`src/rtl/vmem_arb_pkg.sv`:
```
// Shared types and constants for the video-memory port arbiter and the video generator.
package vmem_arb_pkg;

    localparam int VMEM_ADDR_W = 14;
    localparam int VMEM_DATA_W = 12;

    // Palette and mode registers live in the 14'o30000 region of video memory
    localparam logic [13:0] VMEM_PAL_BASE    = 14'o30000;
    localparam int          VMEM_PAL_ENTRIES = 16;
    localparam logic [13:0] VMEM_MODE_ADDR   = 14'o30020;

    typedef enum logic [1:0] {
        IDLE    = 2'd0,
        RD_WAIT = 2'd1,
        RD_ACK  = 2'd2,
        WR_ACK  = 2'd3
    } arb_state_e;

    function automatic logic is_palette_addr(input logic [13:0] addr);
        return addr[13:4] == VMEM_PAL_BASE[13:4];
    endfunction

endpackage

```
`src/rtl/vmem_wr_buffer.sv`:
```
// Single-entry posted write buffer; holds one CPU write until the RAM port is free.
module vmem_wr_buffer
    import vmem_arb_pkg::*;
#(
    parameter int ADDR_W = VMEM_ADDR_W,
    parameter int DATA_W = VMEM_DATA_W
) (
    input  logic              clk,
    input  logic              rst,
    input  logic              push,
    input  logic [ADDR_W-1:0] push_addr,
    input  logic [DATA_W-1:0] push_data,
    input  logic              drain,
    output logic              full,
    output logic [ADDR_W-1:0] addr,
    output logic [DATA_W-1:0] data
);

    always_ff @(posedge clk or posedge rst) begin
        if (rst) begin
            full <= 1'b0;
            addr <= '0;
            data <= '0;
        end else if (push) begin
            full <= 1'b1;
            addr <= push_addr;
            data <= push_data;
        end else if (drain) begin
            full <= 1'b0;
        end
    end

endmodule

```
`src/rtl/vmem_port_arbiter.sv`:
```
// Shares the video RAM port: video fetch wins combinationally, CPU gets req/ack access in free cycles.
// Define VMEM_ARB_POSTED_WR_EN to add a one-entry posted write buffer.
module vmem_port_arbiter
    import vmem_arb_pkg::*;
#(
    parameter int ADDR_W = VMEM_ADDR_W,
    parameter int DATA_W = VMEM_DATA_W
) (
    input  logic              clk,
    input  logic              rst,
    input  logic              vid_req,
    input  logic [ADDR_W-1:0] vid_addr,
    output logic [DATA_W-1:0] vid_rdata,
    input  logic              cpu_req,
    input  logic              cpu_we,
    input  logic [ADDR_W-1:0] cpu_addr,
    input  logic [DATA_W-1:0] cpu_wdata,
    output logic              cpu_ack,
    output logic [DATA_W-1:0] cpu_rdata,
    output logic [ADDR_W-1:0] mem_addr,
    output logic [DATA_W-1:0] mem_wdata,
    output logic              mem_we,
    input  logic [DATA_W-1:0] mem_rdata
);

    arb_state_e        state, state_nxt;
    logic              idle;
    logic              cpu_grant;
    logic              wr_push;
    logic              buf_drain;
    logic [ADDR_W-1:0] buf_addr;
    logic [DATA_W-1:0] buf_data;
    logic              mem_we_raw;

    assign idle      = (state == IDLE);
    assign vid_rdata = mem_rdata;

`ifdef VMEM_ARB_POSTED_WR_EN
    logic buf_full;

    // Writes go to the buffer without the port; everything else waits while it is full
    assign buf_drain = buf_full && idle && !vid_req;
    assign wr_push   = idle && cpu_req && cpu_we && !buf_full;
    assign cpu_grant = idle && cpu_req && !cpu_we && !buf_full && !vid_req;

    vmem_wr_buffer #(.ADDR_W(ADDR_W), .DATA_W(DATA_W)) u_wr_buffer (
        .clk       (clk),
        .rst       (rst),
        .push      (wr_push),
        .push_addr (cpu_addr),
        .push_data (cpu_wdata),
        .drain     (buf_drain),
        .full      (buf_full),
        .addr      (buf_addr),
        .data      (buf_data)
    );
`else
    assign buf_drain = 1'b0;
    assign buf_addr  = '0;
    assign buf_data  = '0;
    assign wr_push   = 1'b0;
    assign cpu_grant = idle && cpu_req && !vid_req;
`endif

    always_ff @(posedge clk or posedge rst) begin
        if (rst) state <= IDLE;
        else     state <= state_nxt;
    end

    always_comb begin
        state_nxt = state;
        case (state)
            IDLE:    if (cpu_grant || wr_push) state_nxt = cpu_we ? WR_ACK : RD_WAIT;
            RD_WAIT: state_nxt = RD_ACK;
            RD_ACK:  state_nxt = IDLE;
            WR_ACK:  state_nxt = IDLE;
            default: state_nxt = IDLE;
        endcase
    end

    always_comb begin
        mem_addr   = vid_addr;
        mem_wdata  = cpu_wdata;
        mem_we_raw = 1'b0;
        cpu_ack    = (state == RD_ACK) || (state == WR_ACK);
        if (buf_drain) begin
            mem_addr   = buf_addr;
            mem_wdata  = buf_data;
            mem_we_raw = 1'b1;
        end else if (cpu_grant) begin
            mem_addr   = cpu_addr;
            mem_wdata  = cpu_wdata;
            mem_we_raw = cpu_we;
        end
    end

    // Keep the RAM from being strobed while reset is asserted
    assign mem_we = mem_we_raw && !rst;

    // RAM output in RD_WAIT still belongs to the CPU address, even if video took the port
    always_ff @(posedge clk or posedge rst) begin
        if (rst)                    cpu_rdata <= '0;
        else if (state == RD_WAIT)  cpu_rdata <= mem_rdata;
    end

endmodule

```
`config.mk`:
```
export PLATFORM = sky130hd
export DESIGN_NAME = vmem_port_arbiter
export DESIGN_NICKNAME = d
export VERILOG_FILES = /design/src/rtl/vmem_arb_pkg.sv /design/src/rtl/vmem_wr_buffer.sv /design/src/rtl/vmem_port_arbiter.sv
export SDC_FILE = /design/constraint.sdc
export NUM_CORES = 1
export LEC_CHECK = 0
export CORE_MARGIN = 1.5
export CORE_UTILIZATION = 28
export CTS_CLUSTER_DIAMETER = 100
export CTS_CLUSTER_SIZE = 8
export DETAILED_ROUTE_END_ITERATION = 12
export GPL_TIMING_DRIVEN = 0
export PLACE_DENSITY = 0.85
export SLEW_MARGIN = 20
export SYNTH_ARGS = -nofsm -noshare
export SYNTH_HDL_FRONTEND = slang
export SYNTH_SLANG_ARGS = --single-unit
```
`constraint.sdc`:
```
create_clock -name clk -period 4.92 [get_ports clk]
set_input_delay 0.738 -clock clk [delete_from_list [all_inputs] [get_ports clk]]
set_output_delay 0.738 -clock clk [all_outputs]
set_load 0.05 [all_outputs]
```
# Yosys cells after proc, flatten, opt, wreduce, memory -nomap -nowiden
# Cells that the tools add are included.
[word_totals] in_bits=57 wordCells=19 register_bits=14 output_inout_bits=52
[op_classes] reduce_logical=8 n_mux=5 eq_ne=4
[op_table] cell="two-way mux 14 bit" n=1
[op_table] cell="case mux 2 bit (3 select lines)" n=1
[op_table] cell="equality test 2 bit, second input constant" n=2
[op_table] cell="two-way mux 2 bit" n=2
[op_table] cell="logical AND 1 bit" n=3
[op_table] cell="equality test 2 x 1 -> 1 bit, second input constant" n=1
[op_table] cell="logical NOT 1 bit" n=2
[op_table] cell="logical NOT 2 bit" n=1
[op_table] cell="!= test 2 x 1 -> 1 bit, second input constant" n=1
[op_table] cell="OR reduction 2 bit" n=1
[op_table] cell="logical OR 1 bit" n=1
[op_table] cell="two-way mux 1 bit" n=1

# Depth between registers and ports, before layout
# Gate-level depths: netlist (run 1).
[logic_depth] depth_word=5 mapped_depth=3 mapped_depth_nobuf=2

# Worst setup path before layout (run 1)
# OpenSTA, ideal clock, no wires.
[synth_path] path_kind="input -> output" startpoint="input port vid_req" endpoint="output port mem_we" n_path_buf=0 slack_ns=1.833 required_time_ns=4.182 t_arrival_ns=2.349 cell_stages=2 path_cell_list="nand3b_1 -> nor4_1"
[synth_between] elab_chain_cells=4
[synth_rtl] item="start, declared" line="vmem_port_arbiter.sv:11" rtl="input logic vid_req,"
[synth_rtl] item="logical NOT 1 bit" line="vmem_port_arbiter.sv:62" rtl="assign cpu_grant = idle && cpu_req && !vid_req;"
[synth_rtl] item="logical AND 1 bit" line="vmem_port_arbiter.sv:62"
[synth_rtl] item="two-way mux 1 bit" line="vmem_port_arbiter.sv:90" rtl="end else if (cpu_grant) begin"
[synth_rtl] item="logical AND 1 bit" line="vmem_port_arbiter.sv:98" rtl="assign mem_we = mem_we_raw && !rst;"
[synth_rtl] item="end, declared" line="vmem_port_arbiter.sv:22" rtl="output logic mem_we,"
# No other way between the ends.

# Final worst setup path (run 1)
[layout_path] startpoint="input port vid_req" endpoint="output port mem_addr[8]"
[layout_between] elab_chain_cells=3
[layout_rtl] item="logical NOT 1 bit" line="vmem_port_arbiter.sv:62"
[layout_rtl] item="logical AND 1 bit" line="vmem_port_arbiter.sv:62"
[layout_rtl] item="two-way mux 14 bit" line="vmem_port_arbiter.sv:90"
[layout_rtl] item="end, declared" line="vmem_port_arbiter.sv:20" rtl="output logic [ADDR_W-1:0] mem_addr,"
# No other way between the ends.

==> results.txt, run 1 <==
----------------------------------------------------
[Routing]
  Wire length reported by the detailed router ... around 2800 um
  Via count ... approximately 900
  Number of DRC markers in iteration 0 ... 9
  Antenna viol nets, final ... 0
  TritonRoute pass-1 iters ... 2
  Via-to-Cell Ratio ... roughly 4.2
  Final routed DRC violation total ... 0
  WL per Instance ... between 10 and 15 um

[Placement]
  Final weighted congestion in routability-driven placement ... just over 0.7
  Placed inst area ... about 1900 um2
  Detailed placement HPWL ... between 2000 and 2500 um
  Count of buffers inserted at the top-level ports ... 96

[Cells and area]
  P&R area growth vs syn ... 116%
  Final Net Count ... approximately 230
  Post-route cell area ... 1960 um2
  Share of cells above drive strength 1 ... about a third
  Ant. Diodes ... 0

[Clock network]
  TritonCTS clock tree ... done
  Clock slew at reported path FFs ... ~80 ps
  Deepest clock path buffer count ... 2
  Number of CTS-inserted buffers ... 3
  CTS Root Buffer Type ... clkbuf_4
  Post-cts gate resize count ... 0
  Clock latency at the later pin of the worst-skew pair ... between 200 and 300 ps
  Buffer count from post-CTS setup fixing ... 0
  H-tree depth reported by CTS ... 1
  # hold bufs at CTS ... 0
  # clock sinks ... 14

[Logic synthesis]
  Top cell type by total area after synthesis ... dfrtp_1
  Sequential cell area fraction in the yosys report ... between 30 and 40%
  Number of nets produced by synthesis ... 131
  Number of distinct library cells after synthesis ... 12
  Area fraction of the dominant cell type after synthesis ... about two fifths
  Most frequently used flop master after synthesis ... dfrtp_1
  Most used standard cells in the synthesized netlist ... 26 x mux2_2, 24 x buf_4, 14 x dfrtp_1, 2 x inv_1
  Mapped Cells ... 74
  Most frequently used cell type in the post-synthesis netlist ... mux2_2
  Post-synth EDFFs ... 0
  Post-Syn Area ... 908 um2
  Post-synthesis register bit count ... 14
  Total of warnings raised by yosys ... 0
  Mean post-synth cell area ... 12.3 um2
  Synth async-reset ratio ... 100%
  Synth top area cells ... dfrtp_1 39%, mux2_2 32%, buf_4 20%

[STA]
  Max-Slew Margin vs Limit ... 64.4%
  RSZ-0062 raised after global routing ... false
  Layout Skew ... roughly 4.5 ps
  Setup Total Neg Slack ... 0 ps
  Min Tclk post-route ... roughly 3600 ps
  Final critical-path share of the clock period ... between 70% and 80%
  Transition time of the tightest slew-check pin ... 532 ps
  Number of slew-limit violations in the final report ... 0
  Setup Viol. Count Final ... 0
  Final Hold Fails ... 0
  Max frequency ... about 0.28 GHz

[Hold path]
  Class of the worst hold path ... reg -> reg
  Worst Hold Launch ... cpu_rdata[11]
  Hold worst-path end ... cpu_rdata[11]
  Number of cells on the worst hold path ... 1

[Global routing]
  GR Layer Usage met3 ... under 10%
  Met2 GRT Util ... 30.3%
  Remaining global-route overflow ... 0
  Global-route wire length before repair ... roughly 4200 um
  GR Layer Usage met1 ... 16.0%
  Largest net degree at the start of global routing ... 15
  Overall routing resource usage ... 15.8%
  Number of antenna violations at the first check in global routing ... 0
  Grt peak-use layer ... met2
  Number of global-route vias before repair ... roughly 950

[Critical path]
  Worst-path fanout max ... 10
  Dominant delay contributor by cell family on the critical path ... buffers and inverters
  R2R Setup Slk ... 3500 ps
  Worst reg2reg startpoint ... state[1]
  Crit Path Category ... in -> out
  Number of cell instances on the worst register-to-register path ... 3
  CP max stage delay ... just over 700 ps
  Category of the worst setup path launch point ... primary input
  Critical path data required time ... 4180 ps
  Highest-delay cell along the critical path ... clkdlybuf4s50_1
  Arr. time, crit path ... roughly 2900 ps
  Critical path endpoint category ... output port
  Bufs and invs on worst path ... 3
  Most frequent cell on the critical path ... clkdlybuf4s50_1
  Endpoint of the worst register-to-register path ... cpu_rdata[7]
  Sequence of cells on the critical path ... clkdlybuf4s50_1 -> nor4b_4 -> buf_6 -> mux2_2 -> clkdlybuf4s50_1

[Floorplan]
  Number of rows created at floorplan ... 20
  Height of the die ... between 50 and 60 um
  Starting density of the core ... between 20% and 30%
  Total Die Area ... around 3600 um2
  Boundary Pins ... between 100 and 150
  Width of the chip ... ~60 um
  Area of the core ... between 3000 and 4000 um2

[Power and ir drop]
  Relative contribution of the clock network to total power ... between 10% and 20%
  Share of power burned in combinational logic ... 61.3%
  Maximum vdd drop ... roughly 160 uV
  Power dissipated by switching net loads ... approximately 0.28 mW
  Power density normalized to cell area ... 320 nW/um2
  Internal Pwr Total ... roughly 0.35 mW
  Proportion of power drawn by flip-flops and latches ... 25.7%
  Leakage ... between 0.8 and 0.9 nW
  Switching fraction of total power ... between 40 and 50%

[Flow run]
  Max-cap violation count ... 0

[Status]
  Status ... complete, no violations

----------------------------------------------------
per-stage QoR:
step	hold WS [ps]	std cells	worst slack, ps	util [%]	total power, mW
floorplan	495	74	1830	-	0.407
global placement	490	214	1300	62.5	0.544
detailed placement	496	214	1300	62.5	0.550
CTS	516	218	1300	63.7	0.633
global route	532	218	1190	63.7	0.657
finish	514	218	1300	63.7	0.627
cell usage in the layout (no fill, tap or decap):
| master | count |
|---|---|
| and2b_2 | 1 |
| a21oi_1 | 1 |
| clkbuf_8 | 1 |
| mux2_2 | 26 |
| nand3b_1 | 1 |
| buf_4 | 24 |
| buf_6 | 1 |
| dlygate4sd3_1 | 1 |
| clkdlybuf4s50_1 | 96 |
| nor4_1 | 1 |
| clkbuf_4 | 3 |
| nor4b_4 | 1 |
| inv_1 | 2 |
| buf_2 | 1 |
| dfrtp_1 | 14 |
layer usage:
metal  up-vias  share of wire, %
met1       413                32
met4         0               1.0
met3         4               9.8
met5         -                 0
met2        64                57
li1        426                 -
flip-flops by register name, summed over array words and instances, names as in the netlist:
signal	flops
cpu_rdata	12
state	2
cell families after synthesis:
kind of cell,after synthesis,synth area share (%)
flip-flops,14,38.6
multiplexers,26,32.2
buffers and inverters,29,23.6
AND/OR/NAND/NOR,4,5.10
AO/OA/AOI/OAI,1,0.550
layout make-up:
class,instances,area [um2]
fill,252,1120
timing repair buffer,96,961
sequential,14,350
multi-input combinational,31,344
buffer,27,206
tap,44,55.1
clock buffer,4,36.3
inverter,2,7.51
worst reg2reg max path, delay by kind of cell, from the launching register on:
family	cells	cell delay, ps
buffers and inverters	1	240
flip-flops	1	440
multiplexers	1	370
AND/OR/NAND/NOR	1	260
power by group through the flow:
stage / logic [mW] / clock network (mW) / registers, mW
after floorplan: 0.142 / 0 / 0.264
after CTS: 0.387 / 0.0839 / 0.162
after global routing: 0.399 / 0.0914 / 0.166
after global placement: 0.382 / 0 / 0.162
after detailed placement: 0.386 / 0 / 0.164
final: 0.384 / 0.0813 / 0.161
worst max path at each step:
stage / from / slack, ps / to / cells past startpoint
6_report: vid_req / 1300 / mem_addr[8] / 5
5_1_grt: cpu_req / 1190 / mem_addr[5] / 5
4_1_cts: cpu_req / 1300 / mem_addr[8] / 5
3_5_place_dp: cpu_req / 1300 / mem_addr[8] / 5
3_3_place_gp: cpu_req / 1300 / mem_addr[8] / 5
2_1_floorplan: vid_req / 1830 / mem_we / 2
Power figures use the tool's default switching activity.
==> run 2, diff against run 1 <==
CORE_UTILIZATION = 26   (was 28)
PLACE_DENSITY = 0.79   (was 0.85)
clock period = 3.7 ns   (was 4.92 ns; I/O delays follow)
==> run 2 against run 1 <==
- clock power fell by 2%
- design area fell by 0.57%
- critical path depth did not move
- count of clock-buffer cells in the layout fell by 1
- power rose by 28%
==> results.txt, run 2 (synthesis gave the netlist of run 1 again) <==
----------------------------------------------------
[Placement]
  Count of buffers inserted at the top-level ports ... 96 (unchanged)
  Cell total after placement ... 216 (was 214)
  Detailed placement HPWL ... 2310 um (was 2470 um)
  Final weighted congestion in routability-driven placement ... 0.655 (was 0.713)

[STA]
  Max frequency ... roughly 0.31 GHz
  Min Tclk post-route ... around 3300 ps
  Setup Total Neg Slack ... 0 ps (unchanged)
  Layout Skew ... 6.47 ps (was 4.49 ps)
  Final Hold Fails ... 0 (unchanged)
  Setup Viol. Count Final ... 0 (unchanged)
  Transition time of the tightest slew-check pin ... 520 ps (was 532 ps)
  Max-Slew Margin vs Limit ... 65.3% (was 64.4%)
  RSZ-0062 raised after global routing ... false (unchanged)
  Number of slew-limit violations in the final report ... 0 (unchanged)
  Final critical-path share of the clock period ... approximately 88%

[Cells and area]
  Final standard cell count with taps included and fillers excluded ... 219 (was 218)
  Largest register FFs ... 12 (unchanged)
  Register name with the most flops ... cpu_rdata (unchanged)
  Number of filler cells placed in the layout ... 309 (was 252)
  Final Net Count ... 232 (unchanged)
  Largest regs ... cpu_rdata (12), state (2) (unchanged)
  Most frequent cells in the layout ... 96 x clkdlybuf4s50_1, 26 x mux2_2, 24 x buf_4, 14 x dfrtp_1, 3 x clkbuf_4 (unchanged)
  Ant. Diodes ... 0 (unchanged)
  Leading cell type in the layout, fill and taps excluded ... clkdlybuf4s50_1 (unchanged)
  P&R area growth vs syn ... 115% (was 116%)
  Share of cells above drive strength 1 ... 32.9% (was 33.3%)

[Critical path]
  Number of cells on the critical path ... 5 (unchanged)
  CP max stage delay ... 710 ps (about the same)
  Worst reg2reg startpoint ... state[1] (unchanged)
  Highest-delay cell along the critical path ... clkdlybuf4s50_1 (unchanged)
  Category of the worst setup path launch point ... primary input (unchanged)
  R2R Setup Slk ... 2260 ps (was 3500 ps)
  Critical path data required time ... 3140 ps (was 4180 ps)
  Worst-path fanout max ... 10 (unchanged)
  Endpoint of the worst register-to-register path ... cpu_rdata[8] (was cpu_rdata[7])
  Most frequent cell on the critical path ... clkdlybuf4s50_1 (unchanged)
  Dominant delay contributor by cell family on the critical path ... buffers and inverters (unchanged)
  Bufs and invs on worst path ... 3 (unchanged)
  Number of cell instances on the worst register-to-register path ... 3 (unchanged)
  Arr. time, crit path ... 2700 ps (was 2880 ps)
  Crit Path Category ... in -> out (unchanged)
  Critical path endpoint category ... output port (unchanged)
  Sequence of cells on the critical path ... clkdlybuf4s50_1 -> nor4b_4 -> buf_6 -> mux2_2 -> clkdlybuf4s50_1 (unchanged)

[Routing]
  Final routed DRC violation total ... 0 (unchanged)
  Met3 wirelength from detailed routing ... 338 um (was 271 um)
  WL per Instance ... 12.1 um (was 12.7 um)
  M1 WL ... 875 um (was 886 um)
  Via count ... 901 (was 907)
  Met2 layer wire length in the routed design ... 1380 um (was 1580 um)
  Top layer reached by signal wires ... met4 (unchanged)
  Number of DRC markers in iteration 0 ... 8 (was 9)
  Antenna viol nets, final ... 0 (unchanged)
  TritonRoute pass-1 iters ... 2 (unchanged)
  Wire length reported by the detailed router ... 2660 um (was 2770 um)
  Via-to-Cell Ratio ... 4.11 (was 4.16)

[Floorplan]
  Width of the chip ... 62.1 um (was 60.0 um)
  Boundary Pins ... 109 (unchanged)
  Total Die Area ... 3860 um2 (was 3590 um2)
  Number of rows created at floorplan ... 21 (was 20)
  Starting density of the core ... 27.2% (was 29.5%)
  Height of the die ... 62.1 um (was 60.0 um)
  Area of the core ... 3340 um2 (was 3080 um2)

[Global routing]
  Overall routing resource usage ... 14.4% (was 15.8%)
  Number of global-route vias before repair ... 1026 (was 953)
  Global-route wire length before repair ... 4470 um (was 4170 um)
  Number of antenna violations at the first check in global routing ... 0 (unchanged)
  Remaining global-route overflow ... 0 (unchanged)
  Largest net degree at the start of global routing ... 15 (unchanged)

[Clock network]
  H-tree depth reported by CTS ... 1 (unchanged)
  Buffer count from post-CTS setup fixing ... 0 (unchanged)
  TritonCTS clock tree ... done (unchanged)
  CTS Root Buffer Type ... clkbuf_4 (unchanged)
  Clock latency at the later pin of the worst-skew pair ... 270 ps (about the same)
  Deepest clock path buffer count ... 2 (unchanged)
  Clock slew at reported path FFs ... 70 ps (was 80 ps)
  # clock sinks ... 14 (unchanged)
  Number of CTS-inserted buffers ... 3 (unchanged)
  # hold bufs at CTS ... 0 (unchanged)
  Post-cts gate resize count ... 0 (unchanged)

[Power and ir drop]
  Switching fraction of total power ... 45.0% (was 44.4%)
  Leakage ... 0.809 nW (was 0.817 nW)
  Power density normalized to cell area ... 411 nW/um2 (was 320 nW/um2)
  Internal Pwr Total ... 0.441 mW (was 0.348 mW)
  Relative contribution of the clock network to total power ... 9.9% (was 13.0%)
  Proportion of power drawn by flip-flops and latches ... 26.6% (was 25.7%)
  Maximum vdd drop ... 160 uV (was 161 uV)
  Power dissipated by switching net loads ... 0.361 mW (was 0.278 mW)
  Share of power burned in combinational logic ... 63.5% (was 61.3%)

[Status]
  Status ... complete, no violations (unchanged)

[Hold path]
  Class of the worst hold path ... reg -> reg (unchanged)
  Worst Hold Launch ... cpu_rdata[3] (was cpu_rdata[11])
  Hold worst-path end ... cpu_rdata[3] (was cpu_rdata[11])
  Number of cells on the worst hold path ... 1 (unchanged)

[Flow run]
  Max-cap violation count ... 0 (unchanged)

----------------------------------------------------
-- run 2: cell count changes in the layout (fill, tap and decap cells not counted), sizes merged --
cell    previous run  this run
clkbuf             4         3
-- run 2: layout make-up --
| class | instances | area [um2] | share of cell area [%] |
|---|---|---|---|
| Timing Repair Buffer | 96 | 961 | 49.3 |
| Multi-Input combinational cell | 31 | 344 | 17.7 |
| Tap cell | 46 | 57.6 | 2.95 |
| Sequential cell | 14 | 350 | 18.0 |
| Clock buffer | 3 | 22.5 | 1.16 |
| Buffer | 27 | 206 | 10.6 |
| Inverter | 2 | 7.51 | 0.385 |
-- run 2: stage by stage --
step	hold WS, ps	power, mW	instance area [um2]	utilization (%)	setup slack [ps]
6_report	507	0.802	1950	58.4	448
5_1_grt	534	0.847	1950	58.4	363
4_1_cts	513	0.813	1950	58.4	430
3_5_place_dp	495	0.729	1930	57.7	437
3_3_place_gp	491	0.724	1930	57.7	451
2_1_floorplan	444	0.541	908	-	979
-- run 2: worst reg2reg max path, stage by stage, from the launching register on --
cell     delay, ps
dfrtp_1        440
and2b_2        270
buf_2          250
mux2_2         360
-- run 2: per-layer routing --
layer	up-vias	global-route usage, %
met5	-	0
li1	427	-
met4	0	6.11
met2	73	27.0
met1	395	13.6
met3	6	5.98
-- run 2: how the worst max path moves through the flow --
stage	startpoint	end	slack [ps]
after CTS	cpu_req	mem_addr[5]	430
after global routing	vid_req	mem_addr[1]	360
after floorplan	vid_req	mem_we	980
final	cpu_req	mem_addr[8]	450
after detailed placement	cpu_req	mem_addr[5]	440
after global placement	cpu_req	mem_addr[1]	450
-- run 2: power by group through the flow --
stage               combinational [mW]  sequential (mW)  clock [mW]
floorplan                        0.189            0.352           0
global placement                 0.509            0.215           0
CTS                              0.514            0.214      0.0855
detailed placement               0.512            0.218           0
global route                     0.527            0.221      0.0985
finish                           0.509            0.213      0.0795
==> run 3, diff against run 2 <==
GPL_TIMING_DRIVEN = unset   (was 0)
clock period = 3.5 ns   (was 3.7 ns; I/O delays follow)
==> run 3 against run 2 <==
- core utilization shrank 10 points
- count of clock-buffer cells in the layout is 1 higher
- combinational power down 7.7%
- final cell count down 17%
- clock power grew 40%
- register-to-register slack got worse by 100 ps
- clock skew down 5.9 ps
- die area did not move
- hold slack better by 1.4 ps
- critical path depth fell by 1
- sequential cell count unchanged
- non-clock buffer count shrank 38
==> results.txt, run 3 (synthesis gave the netlist of run 1 again) <==
----------------------------------------------------
[Clock network]
  Buffer count from post-CTS setup fixing ... 0 (unchanged)
  # clock sinks ... 14 (unchanged)
  TritonCTS clock tree ... done (unchanged)
  H-tree depth reported by CTS ... 1 (unchanged)
  CTS Root Buffer Type ... clkbuf_4 (unchanged)
  Number of CTS-inserted buffers ... 3 (unchanged)
  Clock latency at the later pin of the worst-skew pair ... 270 ps (about the same)
  Deepest clock path buffer count ... 2 (unchanged)
  Clock slew at reported path FFs ... 80 ps (was 70 ps)
  Post-cts gate resize count ... 0 (unchanged)
  # hold bufs at CTS ... 0 (unchanged)

[Global routing]
  Overall routing resource usage ... 12.5% (was 14.4%)
  Largest net degree at the start of global routing ... 16 (was 15)
  Remaining global-route overflow ... 0 (unchanged)
  Global-route wire length before repair ... 3860 um (was 4470 um)
  Number of antenna violations at the first check in global routing ... 0 (unchanged)
  Number of global-route vias before repair ... 847 (was 1026)

[Routing]
  Via count ... 767 (was 901)
  WL per Instance ... 12.8 um (was 12.1 um)
  Antenna viol nets, final ... 0 (unchanged)
  Number of DRC markers in iteration 0 ... 3 (was 8)
  Via-to-Cell Ratio ... 4.21 (was 4.11)
  Wire length reported by the detailed router ... 2320 um (was 2660 um)
  Final routed DRC violation total ... 0 (unchanged)
  TritonRoute pass-1 iters ... 3 (was 2)

[Power and ir drop]
  Power density normalized to cell area ... 501 nW/um2 (was 411 nW/um2)
  Power after layout ... 0.806 mW (was 0.802 mW)
  Maximum vdd drop ... 171 uV (was 160 uV)
  Leakage ... 0.655 nW (was 0.809 nW)

[Floorplan]
  Starting density of the core ... 27.2% (unchanged)
  Boundary Pins ... 109 (unchanged)
  Area of the core ... 3340 um2 (unchanged)
  Width of the chip ... 62.1 um (unchanged)
  Total Die Area ... 3860 um2 (unchanged)
  Height of the die ... 62.1 um (unchanged)
  Number of rows created at floorplan ... 21 (unchanged)

[Critical path]
  Endpoint of the worst register-to-register path ... cpu_rdata[8] (unchanged)
  Category of the worst setup path launch point ... primary input (unchanged)
  Worst reg2reg startpoint ... state[1] (unchanged)
  Number of cell instances on the worst register-to-register path ... 2 (was 3)
  Arr. time, crit path ... 2290 ps (was 2700 ps)
  Worst-path fanout max ... 2 (was 10)
  Worst Setup EP ... mem_we (was mem_addr[8])
  Critical path data required time ... 2970 ps (was 3140 ps)
  Critical path startpoint ... vid_req (was cpu_req)
  R2R Setup Slk ... 2160 ps (was 2260 ps)
  Critical path endpoint category ... output port (unchanged)
  Crit Path Category ... in -> out (unchanged)

[Cells and area]
  Number of filler cells placed in the layout ... 322 (was 309)
  P&R area growth vs syn ... 77.1% (was 115%)
  Final Net Count ... 194 (was 232)
  Share of cells above drive strength 1 ... 34.6% (was 32.9%)
  Most frequent cells in the layout ... 70 x clkdlybuf4s50_1, 26 x mux2_2, 15 x buf_4, 14 x dfrtp_1, 3 x clkbuf_4 (was 96 x clkdlybuf4s50_1, 26 x mux2_2, 24 x buf_4, 14 x dfrtp_1, 3 x clkbuf_4)
  Largest regs ... cpu_rdata (12), state (2) (unchanged)
  Ant. Diodes ... 0 (unchanged)
  Register name with the most flops ... cpu_rdata (unchanged)
  Multi-input gate area ... 344 um2 (unchanged)
  Leading cell type in the layout, fill and taps excluded ... clkdlybuf4s50_1 (unchanged)
  Largest register FFs ... 12 (unchanged)
  Area occupied by registers ... 350 um2 (unchanged)

[STA]
  Transition time of the tightest slew-check pin ... 540 ps (was 520 ps)
  Setup Viol. Count Final ... 0 (unchanged)
  Number of slew-limit violations in the final report ... 0 (unchanged)
  Layout Skew ... 0.561 ps (was 6.47 ps)
  Final critical-path share of the clock period ... roughly four fifths
  Max-Slew Margin vs Limit ... 64.0% (was 65.3%)
  Min Tclk post-route ... 2820 ps
  Final Hold Fails ... 0 (unchanged)
  Setup Total Neg Slack ... 0 ps (unchanged)
  Max frequency ... ~0.35 GHz
  RSZ-0062 raised after global routing ... false (unchanged)

[Status]
  Status ... complete, no violations (unchanged)

[Hold path]
  Class of the worst hold path ... reg -> reg (unchanged)

[Placement]
  Count of buffers inserted at the top-level ports ... 84 (was 96)
  Final weighted congestion in routability-driven placement ... 0.695 (was 0.655)
  Detailed placement HPWL ... 1970 um (was 2310 um)

[Flow run]
  Max-cap violation count ... 0 (unchanged)

----------------------------------------------------
run 3: cell types whose count changed in the layout (fill, tap and decap cells not counted), sizes merged:
cell	before	now
clkbuf	3	4
clkdlybuf4s50	96	70
dlygate4sd3	1	0
buf	26	15
run 3: how the worst min path moves through the flow:
stage                        startpoint       endpoint  cells after the start
after detailed placement   cpu_rdata[6]   cpu_rdata[6]                      1
after global placement    cpu_rdata[11]  cpu_rdata[11]                      1
after global routing       cpu_rdata[6]   cpu_rdata[6]                      1
after floorplan                     rst   cpu_rdata[0]                      1
final                      cpu_rdata[5]   cpu_rdata[5]                      1
after CTS                  cpu_rdata[6]   cpu_rdata[6]                      1
run 3: per-stage QoR:
stage               instances  util [%]  setup slack (ps)  area [um2]  hold WS (ps)
global route              182      48.2               550        1610           521
CTS                       182      48.2               686        1610           514
floorplan                  74         -               839         908           414
finish                    182      48.2               683        1610           509
global placement          178      47.1               738        1570           489
detailed placement        178      47.1               711        1570           494
run 3: routing by layer:
| metal | wire length [um] | track usage (%) | vias up |
|---|---|---|---|
| met5 | 0 | 0 | - |
| met4 | 60 | 5.56 | 0 |
| met3 | 257 | 4.53 | 8 |
| met2 | 1230 | 23.4 | 55 |
| met1 | 777 | 12.4 | 350 |
| li1 | - | - | 354 |
run 3: worst max-delay path: stages:
cell             delay, ps
clkdlybuf4s50_1        450
nand3b_1               190
nor4_1                 250
clkdlybuf4s50_1        880
run 3: area by class of cell:
cell class                      instances  share of cell area [%]
Clock buffer                            4                    2.26
Tap cell                               46                    3.58
Inverter                                2                   0.467
Sequential cell                        14                    21.8
Multi-Input combinational cell         31                    21.4
Timing Repair Buffer                   85                    50.5
run 3: report_power, final:
group,switching (mW),internal [mW],leakage [nW]
Combinational,0.282,0.188,0.466
Sequential,0.0213,0.203,0.168
Clock,0.0483,0.0631,0.0210
